File: src/rtl/ad7276_emulator_if.sv
// AXI-Stream sample feed for ad7276_emulator: one {ch2, ch1} word per conversion frame.
interface ad7276_emulator_if #(
  parameter int unsigned AXIS_BYTES = 4
) ();
  logic [8*AXIS_BYTES-1:0] s_axis_tdata;
  logic                    s_axis_tvalid;
  logic                    s_axis_tready;

  modport master (
    output s_axis_tdata,
    output s_axis_tvalid,
    input  s_axis_tready
  );

  modport slave (
    input  s_axis_tdata,
    input  s_axis_tvalid,
    output s_axis_tready
  );
endinterface

File: src/rtl/ad7276_emulator.sv
// Responder end of a dual AD7276 cs/sclk/sdata link, fed by AXI-Stream sample words.
// cs and sclk are asynchronous and oversampled in the CLK100MHz domain.
module ad7276_emulator #(
  parameter int unsigned ADC_LENGTH    = 12,
  parameter int unsigned LEADING_ZEROS = 2,
  parameter int unsigned FRAME_BITS    = 16,
  parameter int unsigned AXIS_BYTES    = 4,
  parameter int unsigned SYNC_STAGES   = 2
) (
  input  logic                 CLK100MHz,
  input  logic                 ARESETN,
  ad7276_emulator_if.slave     s_axis,
  input  logic                 cs,
  input  logic                 sclk,
  output logic                 sdata1,
  output logic                 sdata2,
  output logic                 sdata_oe,
  output logic                 frame_done,
  output logic                 busy,
  output logic [15:0]          underrun_count
);

  localparam int unsigned TrailZeros = FRAME_BITS - LEADING_ZEROS - ADC_LENGTH;
  localparam int unsigned DataW      = 2 * ADC_LENGTH;
  localparam int unsigned CntW       = (FRAME_BITS > 1) ? $clog2(FRAME_BITS) : 1;

  if (FRAME_BITS < LEADING_ZEROS + ADC_LENGTH) begin : g_bad_frame
    $error("FRAME_BITS too small for LEADING_ZEROS + ADC_LENGTH");
  end
  if (SYNC_STAGES < 2) begin : g_bad_sync
    $error("SYNC_STAGES must be at least 2");
  end
  if (8 * AXIS_BYTES < 16 + ADC_LENGTH) begin : g_bad_axis
    $error("s_axis_tdata too narrow for channel 2");
  end

  typedef enum logic [1:0] {StIdle, StShift, StDone} state_e;

  state_e                  state_q, state_d;
  logic [SYNC_STAGES-1:0]  cs_sync_q, cs_sync_d, sclk_sync_q, sclk_sync_d;
  logic                    cs_dly_q, sclk_dly_q;
  logic [FRAME_BITS-1:0]   shift1_q, shift1_d, shift2_q, shift2_d;
  logic [CntW-1:0]         cnt_q, cnt_d;
  logic                    oe_q, oe_d, busy_q, busy_d, done_q, done_d;
  logic [15:0]             underrun_q, underrun_d;
  logic [DataW-1:0]        hold_q, hold_d, last_q, last_d, frame_val_q, frame_val_d;
  logic                    hold_full_q, hold_full_d;
  logic [DataW-1:0]        src;

  logic cs_s, sclk_s, cs_fall, cs_rise, sclk_fall, frame_start, accept;
  logic unused_tdata;

  function automatic logic [FRAME_BITS-1:0] frame_word(input logic [ADC_LENGTH-1:0] d);
    logic [FRAME_BITS-1:0] w;
    w = FRAME_BITS'(d);
    return w << TrailZeros;
  endfunction

  assign cs_s        = cs_sync_q[SYNC_STAGES-1];
  assign sclk_s      = sclk_sync_q[SYNC_STAGES-1];
  assign cs_fall     = cs_dly_q & ~cs_s;
  assign cs_rise     = ~cs_dly_q & cs_s;
  assign sclk_fall   = sclk_dly_q & ~sclk_s;
  // Frame start frees the holding register in the same cycle, so a new word can land now.
  assign frame_start = (state_q == StIdle) & cs_fall;
  assign s_axis.s_axis_tready = ~hold_full_q | frame_start;
  assign accept      = s_axis.s_axis_tvalid & s_axis.s_axis_tready;
  assign unused_tdata = ^s_axis.s_axis_tdata;

  always_comb begin
    cs_sync_d   = {cs_sync_q[SYNC_STAGES-2:0], cs};
    sclk_sync_d = {sclk_sync_q[SYNC_STAGES-2:0], sclk};

    state_d     = state_q;
    shift1_d    = shift1_q;
    shift2_d    = shift2_q;
    cnt_d       = cnt_q;
    oe_d        = oe_q;
    busy_d      = busy_q;
    done_d      = 1'b0;
    underrun_d  = underrun_q;
    last_d      = last_q;
    frame_val_d = frame_val_q;
    hold_d      = hold_q;
    hold_full_d = hold_full_q;
    src         = hold_full_q ? hold_q : last_q;

    unique case (state_q)
      StIdle: begin
        if (cs_fall) begin
          if (!hold_full_q && underrun_q != 16'hFFFF) underrun_d = underrun_q + 16'd1;
          shift1_d    = frame_word(src[ADC_LENGTH-1:0]);
          shift2_d    = frame_word(src[DataW-1:ADC_LENGTH]);
          frame_val_d = src;
          hold_full_d = 1'b0;
          oe_d        = 1'b1;
          busy_d      = 1'b1;
          cnt_d       = '0;
          state_d     = StShift;
        end
      end
      StShift: begin
        if (cs_rise) begin
          oe_d    = 1'b0;
          busy_d  = 1'b0;
          state_d = StIdle;
        end else if (sclk_fall) begin
          if (cnt_q == CntW'(FRAME_BITS - 1)) begin
            oe_d    = 1'b0;
            busy_d  = 1'b0;
            done_d  = 1'b1;
            last_d  = frame_val_q;
            state_d = StDone;
          end else begin
            cnt_d    = cnt_q + 1'b1;
            shift1_d = shift1_q << 1;
            shift2_d = shift2_q << 1;
          end
        end
      end
      StDone: begin
        if (cs_rise) state_d = StIdle;
      end
      default: state_d = StIdle;
    endcase

    if (accept) begin
      hold_d      = {s_axis.s_axis_tdata[16+ADC_LENGTH-1:16],
                     s_axis.s_axis_tdata[ADC_LENGTH-1:0]};
      hold_full_d = 1'b1;
    end
  end

  always_ff @(posedge CLK100MHz or negedge ARESETN) begin
    if (!ARESETN) begin
      state_q     <= StIdle;
      cs_sync_q   <= '1;
      sclk_sync_q <= '1;
      cs_dly_q    <= 1'b1;
      sclk_dly_q  <= 1'b1;
      shift1_q    <= '0;
      shift2_q    <= '0;
      cnt_q       <= '0;
      oe_q        <= 1'b0;
      busy_q      <= 1'b0;
      done_q      <= 1'b0;
      underrun_q  <= '0;
      last_q      <= '0;
      frame_val_q <= '0;
      hold_q      <= '0;
      hold_full_q <= 1'b0;
    end else begin
      state_q     <= state_d;
      cs_sync_q   <= cs_sync_d;
      sclk_sync_q <= sclk_sync_d;
      cs_dly_q    <= cs_s;
      sclk_dly_q  <= sclk_s;
      shift1_q    <= shift1_d;
      shift2_q    <= shift2_d;
      cnt_q       <= cnt_d;
      oe_q        <= oe_d;
      busy_q      <= busy_d;
      done_q      <= done_d;
      underrun_q  <= underrun_d;
      last_q      <= last_d;
      frame_val_q <= frame_val_d;
      hold_q      <= hold_d;
      hold_full_q <= hold_full_d;
    end
  end

  // Gating by oe keeps the pins at 0 whenever the modelled driver is high-Z.
  assign sdata1         = oe_q & shift1_q[FRAME_BITS-1];
  assign sdata2         = oe_q & shift2_q[FRAME_BITS-1];
  assign sdata_oe       = oe_q;
  assign frame_done     = done_q;
  assign busy           = busy_q;
  assign underrun_count = underrun_q;

endmodule

File: src/flat_wrapper.sv
// flat-port wrapper written by rule: the top's interface ports become plain ports
module ad7276_emulator_flat 
#(
  parameter int unsigned ADC_LENGTH    = 12,
  parameter int unsigned LEADING_ZEROS = 2,
  parameter int unsigned FRAME_BITS    = 16,
  parameter int unsigned AXIS_BYTES    = 4,
  parameter int unsigned SYNC_STAGES   = 2
)
  (CLK100MHz, ARESETN, cs, sclk, sdata1, sdata2, sdata_oe, frame_done, busy, underrun_count, s_axis_s_axis_tdata, s_axis_s_axis_tvalid, s_axis_s_axis_tready);
  ad7276_emulator_if #(.AXIS_BYTES(AXIS_BYTES)) s_axis_i ();
  input  logic CLK100MHz;
  input  logic ARESETN;
  input  logic cs;
  input  logic sclk;
  output logic sdata1;
  output logic sdata2;
  output logic sdata_oe;
  output logic frame_done;
  output logic busy;
  output logic [15:0] underrun_count;
  input wire logic [$bits(s_axis_i.s_axis_tdata)-1:0] s_axis_s_axis_tdata;
  input wire logic [$bits(s_axis_i.s_axis_tvalid)-1:0] s_axis_s_axis_tvalid;
  output wire logic [$bits(s_axis_i.s_axis_tready)-1:0] s_axis_s_axis_tready;
  assign s_axis_i.s_axis_tdata = s_axis_s_axis_tdata;
  assign s_axis_i.s_axis_tvalid = s_axis_s_axis_tvalid;
  assign s_axis_s_axis_tready = s_axis_i.s_axis_tready;
  ad7276_emulator #(.ADC_LENGTH(ADC_LENGTH), .LEADING_ZEROS(LEADING_ZEROS), .FRAME_BITS(FRAME_BITS), .AXIS_BYTES(AXIS_BYTES), .SYNC_STAGES(SYNC_STAGES)) u_core (.CLK100MHz(CLK100MHz), .ARESETN(ARESETN), .s_axis(s_axis_i), .cs(cs), .sclk(sclk), .sdata1(sdata1), .sdata2(sdata2), .sdata_oe(sdata_oe), .frame_done(frame_done), .busy(busy), .underrun_count(underrun_count));
endmodule
File: config.mk
export PLATFORM = sky130hd
export DESIGN_NAME = ad7276_emulator_flat
export DESIGN_NICKNAME = d
export VERILOG_FILES = /design/src/rtl/ad7276_emulator_if.sv /design/src/rtl/ad7276_emulator.sv /design/src/flat_wrapper.sv
export SDC_FILE = /design/constraint.sdc
export NUM_CORES = 1
export LEC_CHECK = 0
export CAP_MARGIN = 5
export CORE_MARGIN = 8
export CORE_UTILIZATION = 51
export DETAILED_ROUTE_END_ITERATION = 6
export GPL_TIMING_DRIVEN = 0
export HOLD_SLACK_MARGIN = 0.1
export PLACE_DENSITY_LB_ADDON = 0.08
export SLEW_MARGIN = 20
export SYNTH_ARGS = -nofsm -noshare
export SYNTH_HDL_FRONTEND = slang
export SYNTH_SLANG_ARGS = --single-unit
File: constraint.sdc
create_clock -name CLK100MHz -period 3.85 [get_ports CLK100MHz]
set_input_delay 0.77 -clock CLK100MHz [delete_from_list [all_inputs] [get_ports CLK100MHz]]
set_output_delay 0.77 -clock CLK100MHz [all_outputs]
set_load 0.01 [all_outputs]
Word level (Yosys, flattened, before mapping)
Cells that the tools add are included.

word-level totals
  bits in read-only memories = 0
  memory bits (writable) = 0
  bits in registers = 135
  output and inout bits = 22
  word-level logic and storage cells = 88
  latch bits = 0
  bits of input ports = 37
  memories kept = 0

cells by class
  muxes and demuxes = 34
  magnitude comparators = 0
  shift operators = 0
  reductions and logical operators = 13
  divide/modulo/power cells = 0
  multipliers = 0
  equal/unequal tests = 11
  $add $sub $neg = 2
  bitwise operators = 13

operators with widths
  cell                                                              number
  16-bit two-way mux                                                8
  16-bit one-hot mux with 2 select lines                            2
  24-bit two-way mux                                                1
  16-bit by 1-bit adder with 16-bit output (second input constant)  1
  4-bit two-way mux                                                 4
  16-bit != test (second input constant)                            1
  4-bit AND reduction                                               3
  1-bit two-way mux                                                 11
  2-bit two-way mux                                                 5
  4-bit one-hot mux with 2 select lines                             1
  1-bit AND                                                         7
  2-bit by 1-bit != test with 1-bit output (second input constant)  3
  3-bit by 1-bit != test with 1-bit output (second input constant)  2
  2-bit one-hot mux with 3 select lines                             1
  2-bit nonzero test                                                3
  1-bit inverter                                                    5
  5-bit AND reduction                                               1
  4-bit by 1-bit adder with 4-bit output (second input constant)    1
  4-bit == test (second input constant)                             1
  2-bit != test (second input constant)                             2
  2-bit AND reduction                                               2
  3-bit AND reduction                                               1
  2-bit by 1-bit == test with 1-bit output (second input constant)  1
  2-bit == test (second input constant)                             1
  other kinds (5)                                                   5

Depth between registers and ports, before layout
  depth after elaboration = 7
  depth in mapped cells = 7
  mapped depth without buffers = 5

Worst setup path after synthesis
OpenSTA, ideal clock, no wires.

  path type = reg-to-reg
  start point = reg u_core.cs_dly_q
  end point = reg u_core.underrun_q[1], in the netlist u_core.underrun_count[1]
  path buffers = 1
  data arrival time = 1938 ps
  cell stages (with the launch flop) = 6
  data required time = 3725 ps
  library setup time = 125 ps
  setup slack = 1788 ps
  path through = dfstp_2 > or4b_4 > buf_2 > nor2_1 > o21a_1 > mux2_2

on the way
  longest elaborated chain between the ends = 2

ends and longest elaborated chain
  what                                  RTL line                source
  start: declaration                    ad7276_emulator.sv:41   logic cs_dly_q, sclk_dly_q;
  start signal: assignment              ad7276_emulator.sv:156  cs_dly_q <= cs_s;
  1-bit AND                             ad7276_emulator.sv:61   assign cs_fall = cs_dly_q & ~cs_s;
  3-bit AND reduction (no source line)  -
  end signal: assignment                ad7276_emulator.sv:164  underrun_q <= underrun_d;
  end: declaration                      ad7276_emulator.sv:45   logic [15:0] underrun_q, underrun_d;

No other way between the ends.
A chain may end at the register's enable or synchronous reset.

Worst setup path in the final report
  start point = reg u_core.state_q[0]
  end point = out s_axis_s_axis_tready

on the way
  longest elaborated chain between the ends = 3

ends and longest elaborated chain
  what                      RTL line                source
  start: declaration        ad7276_emulator.sv:39   state_e state_q, state_d;
  start signal: assignment  ad7276_emulator.sv:136  state_q <= StIdle;
  start signal: assignment  ad7276_emulator.sv:153  state_q <= state_d;
  2-bit zero test           ad7276_emulator.sv:65   assign frame_start = (state_q == StIdle) & cs_fall;
  1-bit AND                 ad7276_emulator.sv:65
  1-bit OR                  ad7276_emulator.sv:66   assign s_axis.s_axis_tready = ~hold_full_q | frame_start;
  end: declaration          flat_wrapper.sv:24      output wire logic [$bits(s_axis_i.s_axis_tready)-1:0] s_axis_s_axis_tready;

No other way between the ends.

==> flow_summary.rst <==
.. list-table::
   :header-rows: 1

   * - Metric
     - Value
   * - Status
     - complete, no violations
   * - Reported leakage power
     - 3.20 nW
   * - Routed wire per std cell
     - 15.6 microns
   * - Number of flops mapped to enable cells by yosys
     - 0
   * - Half-perimeter wire length after placement
     - 7400 microns
   * - Final net count
     - 587
   * - Max-slew headroom at the worst pin
     - 61.2%
   * - Total buffers and inverters traversed by the critical path
     - 1
   * - RSZ-0062 raised after global routing
     - false
   * - Final min period
     - 3.05 ns
   * - Final critical-path share of the clock period
     - 79.2%
   * - Overall track demand over capacity in global routing
     - 16.4%
   * - First-pass detailed-route iteration total
     - 4
   * - Instance count after placement with tap cells included
     - 668
   * - M2 GR Usage
     - 26.0%
   * - Count of warnings emitted by yosys
     - 0
   * - Most common library cell in the layout ignoring fill and taps
     - sky130_fd_sc_hd__dfrtp_1
   * - Count of routing violations after the opening detailed-route iteration
     - 215
   * - Final max-slew violation count
     - 0
   * - Reg-to-reg slack, setup
     - 1.51 ns
   * - Detailed-route vias per instance
     - 5.33
   * - Post-synth top flop
     - sky130_fd_sc_hd__dfrtp_1
   * - Drt total wl
     - 10900 microns
   * - Share of the yosys chip area belonging to registers
     - 59.5%
   * - Inserted Clock Buffers
     - 17
   * - Antenna violations before repair
     - 0
   * - Complex-gate fraction of the synthesized area
     - 9.35%
   * - Number of flip-flops and latches in the synthesized netlist
     - 131
   * - Number of fill cells
     - 871
   * - Power density cells
     - 605 nW/um^2
   * - Largest net degree at the start of global routing
     - 94
   * - Starting utilization of the core area
     - 51.6%
   * - Startpoint kind of the worst setup timing path
     - register
   * - Family with the most delay on the worst path
     - simple AND/OR/NAND/NOR gates
   * - Cell count of the worst hold path
     - 0
   * - Synth async-reset ratio
     - 100%
   * - Post-synthesis share of cell area spent on xor and xnor gates
     - 1.90%
   * - Post-Synth Simple-Gate Area
     - 11.3%
   * - Die outline width
     - 120 microns
   * - Wire length of the first global-routing pass
     - 18700 microns
   * - Setup Buffers After CTS
     - 0
   * - Ratio of cells with drive above 1 in the final layout
     - 17.9%
   * - Biggest fanout along the worst timing path
     - 9
   * - Crit path capture type
     - output pin
   * - Worst hold margin
     - 0.357 ns
   * - Critical-path cell with the highest stage delay
     - sky130_fd_sc_hd__or4b_4
   * - WHS Endpoint
     - u_core.sclk_sync_q[1]
   * - CTS Hold Buffers Added
     - 1
   * - Nets in the synthesized netlist
     - 516
   * - Global-route track usage on met1
     - 20.2%
   * - Global-route met3 utilization
     - 5.21%
   * - Top-level I/O count
     - 59
   * - Footprint of the multi-input gates
     - 2110 sq um
   * - Mean instance size in the synthesized netlist
     - 11.6 sq um
   * - Area growth from synthesis to layout
     - 23.1%
   * - Latest clock arrival within the worst-skew pair
     - 0.52 ns
   * - Floorplan die area
     - 14400 sq um
   * - Fin Clk Skew
     - 0.00546 ns
   * - Number of buffer cells added on primary ports
     - 50
   * - Clock sinks
     - 131
   * - Final Hold Vio Count
     - 0
   * - Longest individual stage delay on the worst path
     - 0.60 ns
   * - Post-route DRC
     - 0
   * - CTS tree
     - done
   * - Setup violation total in the final timing report
     - 0
   * - Arithmetic-cell share of the synthesized area counting full adders, half adders and majority gates
     - 0.453%
   * - Number of nets still failing antenna checks after routing
     - 0
   * - Endpoint of the lowest-slack register-to-register path
     - u_core.shift1_q[7]
   * - Number of H-tree levels
     - 4
   * - Type of the setup path with the least slack
     - reg2out
   * - Multiplexer share of the synthesized area
     - 15.2%
   * - Arr. time, crit path
     - 2.28 ns
   * - Worst r2r path cells
     - 6
   * - Post-cts gate resize count
     - 0
   * - CTS Buffer Depth
     - 2
   * - Total vias in the final route
     - 3729
   * - Worst-path clk slew
     - 0.05 ns
   * - Most frequent cells in the layout
     - sky130_fd_sc_hd__dfrtp_1 (125), sky130_fd_sc_hd__nand2_1 (84), sky130_fd_sc_hd__o21ai_0 (73)
   * - Peak supply drop
     - 339 uV
   * - Core region area
     - 10700 sq um
   * - Post-Synthesis Cells
     - 477
   * - GR Overflow Total
     - 0
   * - Cell-by-cell trace of the critical path
     - or4b_4, nand2_1, clkdlybuf4s50_1
   * - Worst-margin pin slew
     - 0.579 ns
   * - Top achievable clock speed
     - 0.328 GHz
   * - Die Span Y
     - 120 microns
   * - Path category of the worst min-delay check
     - reg2reg
   * - Root Driver
     - sky130_fd_sc_hd__clkbuf_8
   * - Number of cell rows
     - 38
   * - Placer Congestion
     - 0.739
   * - Critical R2R Launch
     - u_core.cs_sync_q[1]
   * - Combinational family with the most area after synthesis
     - multiplexers
   * - Layer with the highest usage
     - met2
   * - Post-layout instance count excluding filler cells
     - 699
   * - Required time at the endpoint of the critical path
     - 3.08 ns
   * - Vias in the first global route
     - 3774
   * - Footprint of the flip-flops and latches
     - 3290 sq um
   * - Netlist cell types
     - 39
   * - Startpoint of the lowest-slack hold path
     - u_core.sclk_sync_q[0]
   * - Max Cap Viol
     - 0
   * - Area of the mapped netlist
     - 5520 sq um
   * - N_diodes
     - 0
==> report_power, final <==
group / switching (mW) / total [mW] / leakage, nW / internal (mW)
sequential: 0.193 / 1.92 / 1.67 / 1.72
combinational: 0.359 / 0.692 / 1.25 / 0.334
clock: 0.529 / 1.51 / 0.278 / 0.979
==> final cells by class <==
cell class                      instances  share of cell area (%)
Buffer                                 29                    1.89
Clock buffer                           25                    7.12
Clock inverter                          5                    1.10
Inverter                                1                  0.0552
Multi-Input combinational cell        316                    31.0
Sequential cell                       131                    48.3
Tap cell                              140                    2.58
Timing Repair Buffer                   52                    7.98
==> worst max-delay path by stage <==
stage / slack (ns) / to / cells past startpoint / from
floorplan: 1.79 / u_core.underrun_count[1] / 5 / u_core.cs_dly_q
global placement: -2.99 / u_core.hold_q[7] / 1 / ARESETN
detailed placement: 1.33 / s_axis_s_axis_tready / 3 / u_core.state_q[0]
CTS: 0.76 / s_axis_s_axis_tready / 3 / u_core.state_q[0]
global route: 0.71 / s_axis_s_axis_tready / 3 / u_core.state_q[0]
finish: 0.80 / s_axis_s_axis_tready / 3 / u_core.state_q[0]
==> state kept, by name, summed over array words and instances, names as in the netlist <==
| register | cells |
|---|---|
| u_core.frame_val_q | 24 |
| u_core.shift2_q | 14 |
| u_core.hold_full_q | 1 |
| u_core.cs_sync_q | 2 |
| u_core.frame_done | 1 |
| u_core.cs_dly_q | 1 |
| u_core.sdata_oe | 1 |
| u_core.cnt_q | 4 |
| u_core.underrun_count | 16 |
| u_core.sclk_dly_q | 1 |
| u_core.last_q | 24 |
| u_core.state_q | 2 |
| u_core.sclk_sync_q | 2 |
| u_core.shift1_q | 14 |
| u_core.hold_q | 24 |
==> layer usage <==
layer  vias up  share of wire (%)
met3        10                3.6
met4         0                1.4
li1       1796                  -
met1      1871                 46
met2        52                 49
met5         -                  0
==> synth_stat cells, types with 2 or more instances <==
master                      instances  area, sq um
sky130_fd_sc_hd__a21o_1             4         30.0
sky130_fd_sc_hd__a21oi_1            3         15.0
sky130_fd_sc_hd__a22o_1             2         17.5
sky130_fd_sc_hd__a31oi_1            2         12.5
sky130_fd_sc_hd__and2_1             6         37.5
sky130_fd_sc_hd__and3_1             5         31.3
sky130_fd_sc_hd__and4_1             2         17.5
sky130_fd_sc_hd__buf_1              2         7.51
sky130_fd_sc_hd__buf_2              7         35.0
sky130_fd_sc_hd__buf_4              3         22.5
sky130_fd_sc_hd__clkbuf_1          17         63.8
sky130_fd_sc_hd__dfrtp_1          125         3130
sky130_fd_sc_hd__dfstp_2            6          158
sky130_fd_sc_hd__ha_1               2         25.0
sky130_fd_sc_hd__mux2_1             2         22.5
sky130_fd_sc_hd__mux2_2            51          574
sky130_fd_sc_hd__mux2i_1           24          240
sky130_fd_sc_hd__nand2_1           84          315
sky130_fd_sc_hd__nand2b_1           5         31.3
sky130_fd_sc_hd__nand3_1            3         15.0
sky130_fd_sc_hd__nand4_1            7         43.8
sky130_fd_sc_hd__nor2_1             9         33.8
sky130_fd_sc_hd__nor2b_1            3         18.8
sky130_fd_sc_hd__nor4_1             2         12.5
sky130_fd_sc_hd__o2111ai_1          2         17.5
sky130_fd_sc_hd__o211ai_1           4         30.0
sky130_fd_sc_hd__o21ai_0           73          365
sky130_fd_sc_hd__xnor2_1           10         87.6
sky130_fd_sc_hd__xor2_1             2         17.5
==> logic make-up (layout without fill, tap and decap cells) <==
kind of cell / count (synthesis) / count (layout)
fa+ha+maj: 2 / 2
flops: 131 / 131
mux: 77 / 77
xor+xnor: 12 / 12
buf+inv: 30 / 112
simple gates: 132 / 132
compound gates: 93 / 93
==> per-stage QoR <==
stage | worst slack, ns | instance area [sq um] | setup TNS [ns] | total power [mW] | utilization [%]
3_5_place_dp | 1.33 | 6230 | 0 | 2.64 | 58.3
5_1_grt | 0.708 | 6800 | 0 | 4.38 | 63.6
3_3_place_gp | -2.99 | 6200 | -381.32 | 2.60 | 58.0
6_report | 0.802 | 6800 | 0 | 4.12 | 63.6
2_1_floorplan | 1.79 | 5520 | 0 | 2.36 | -
4_1_cts | 0.761 | 6800 | 0 | 4.18 | 63.6
Power figures use the tool's default switching activity.
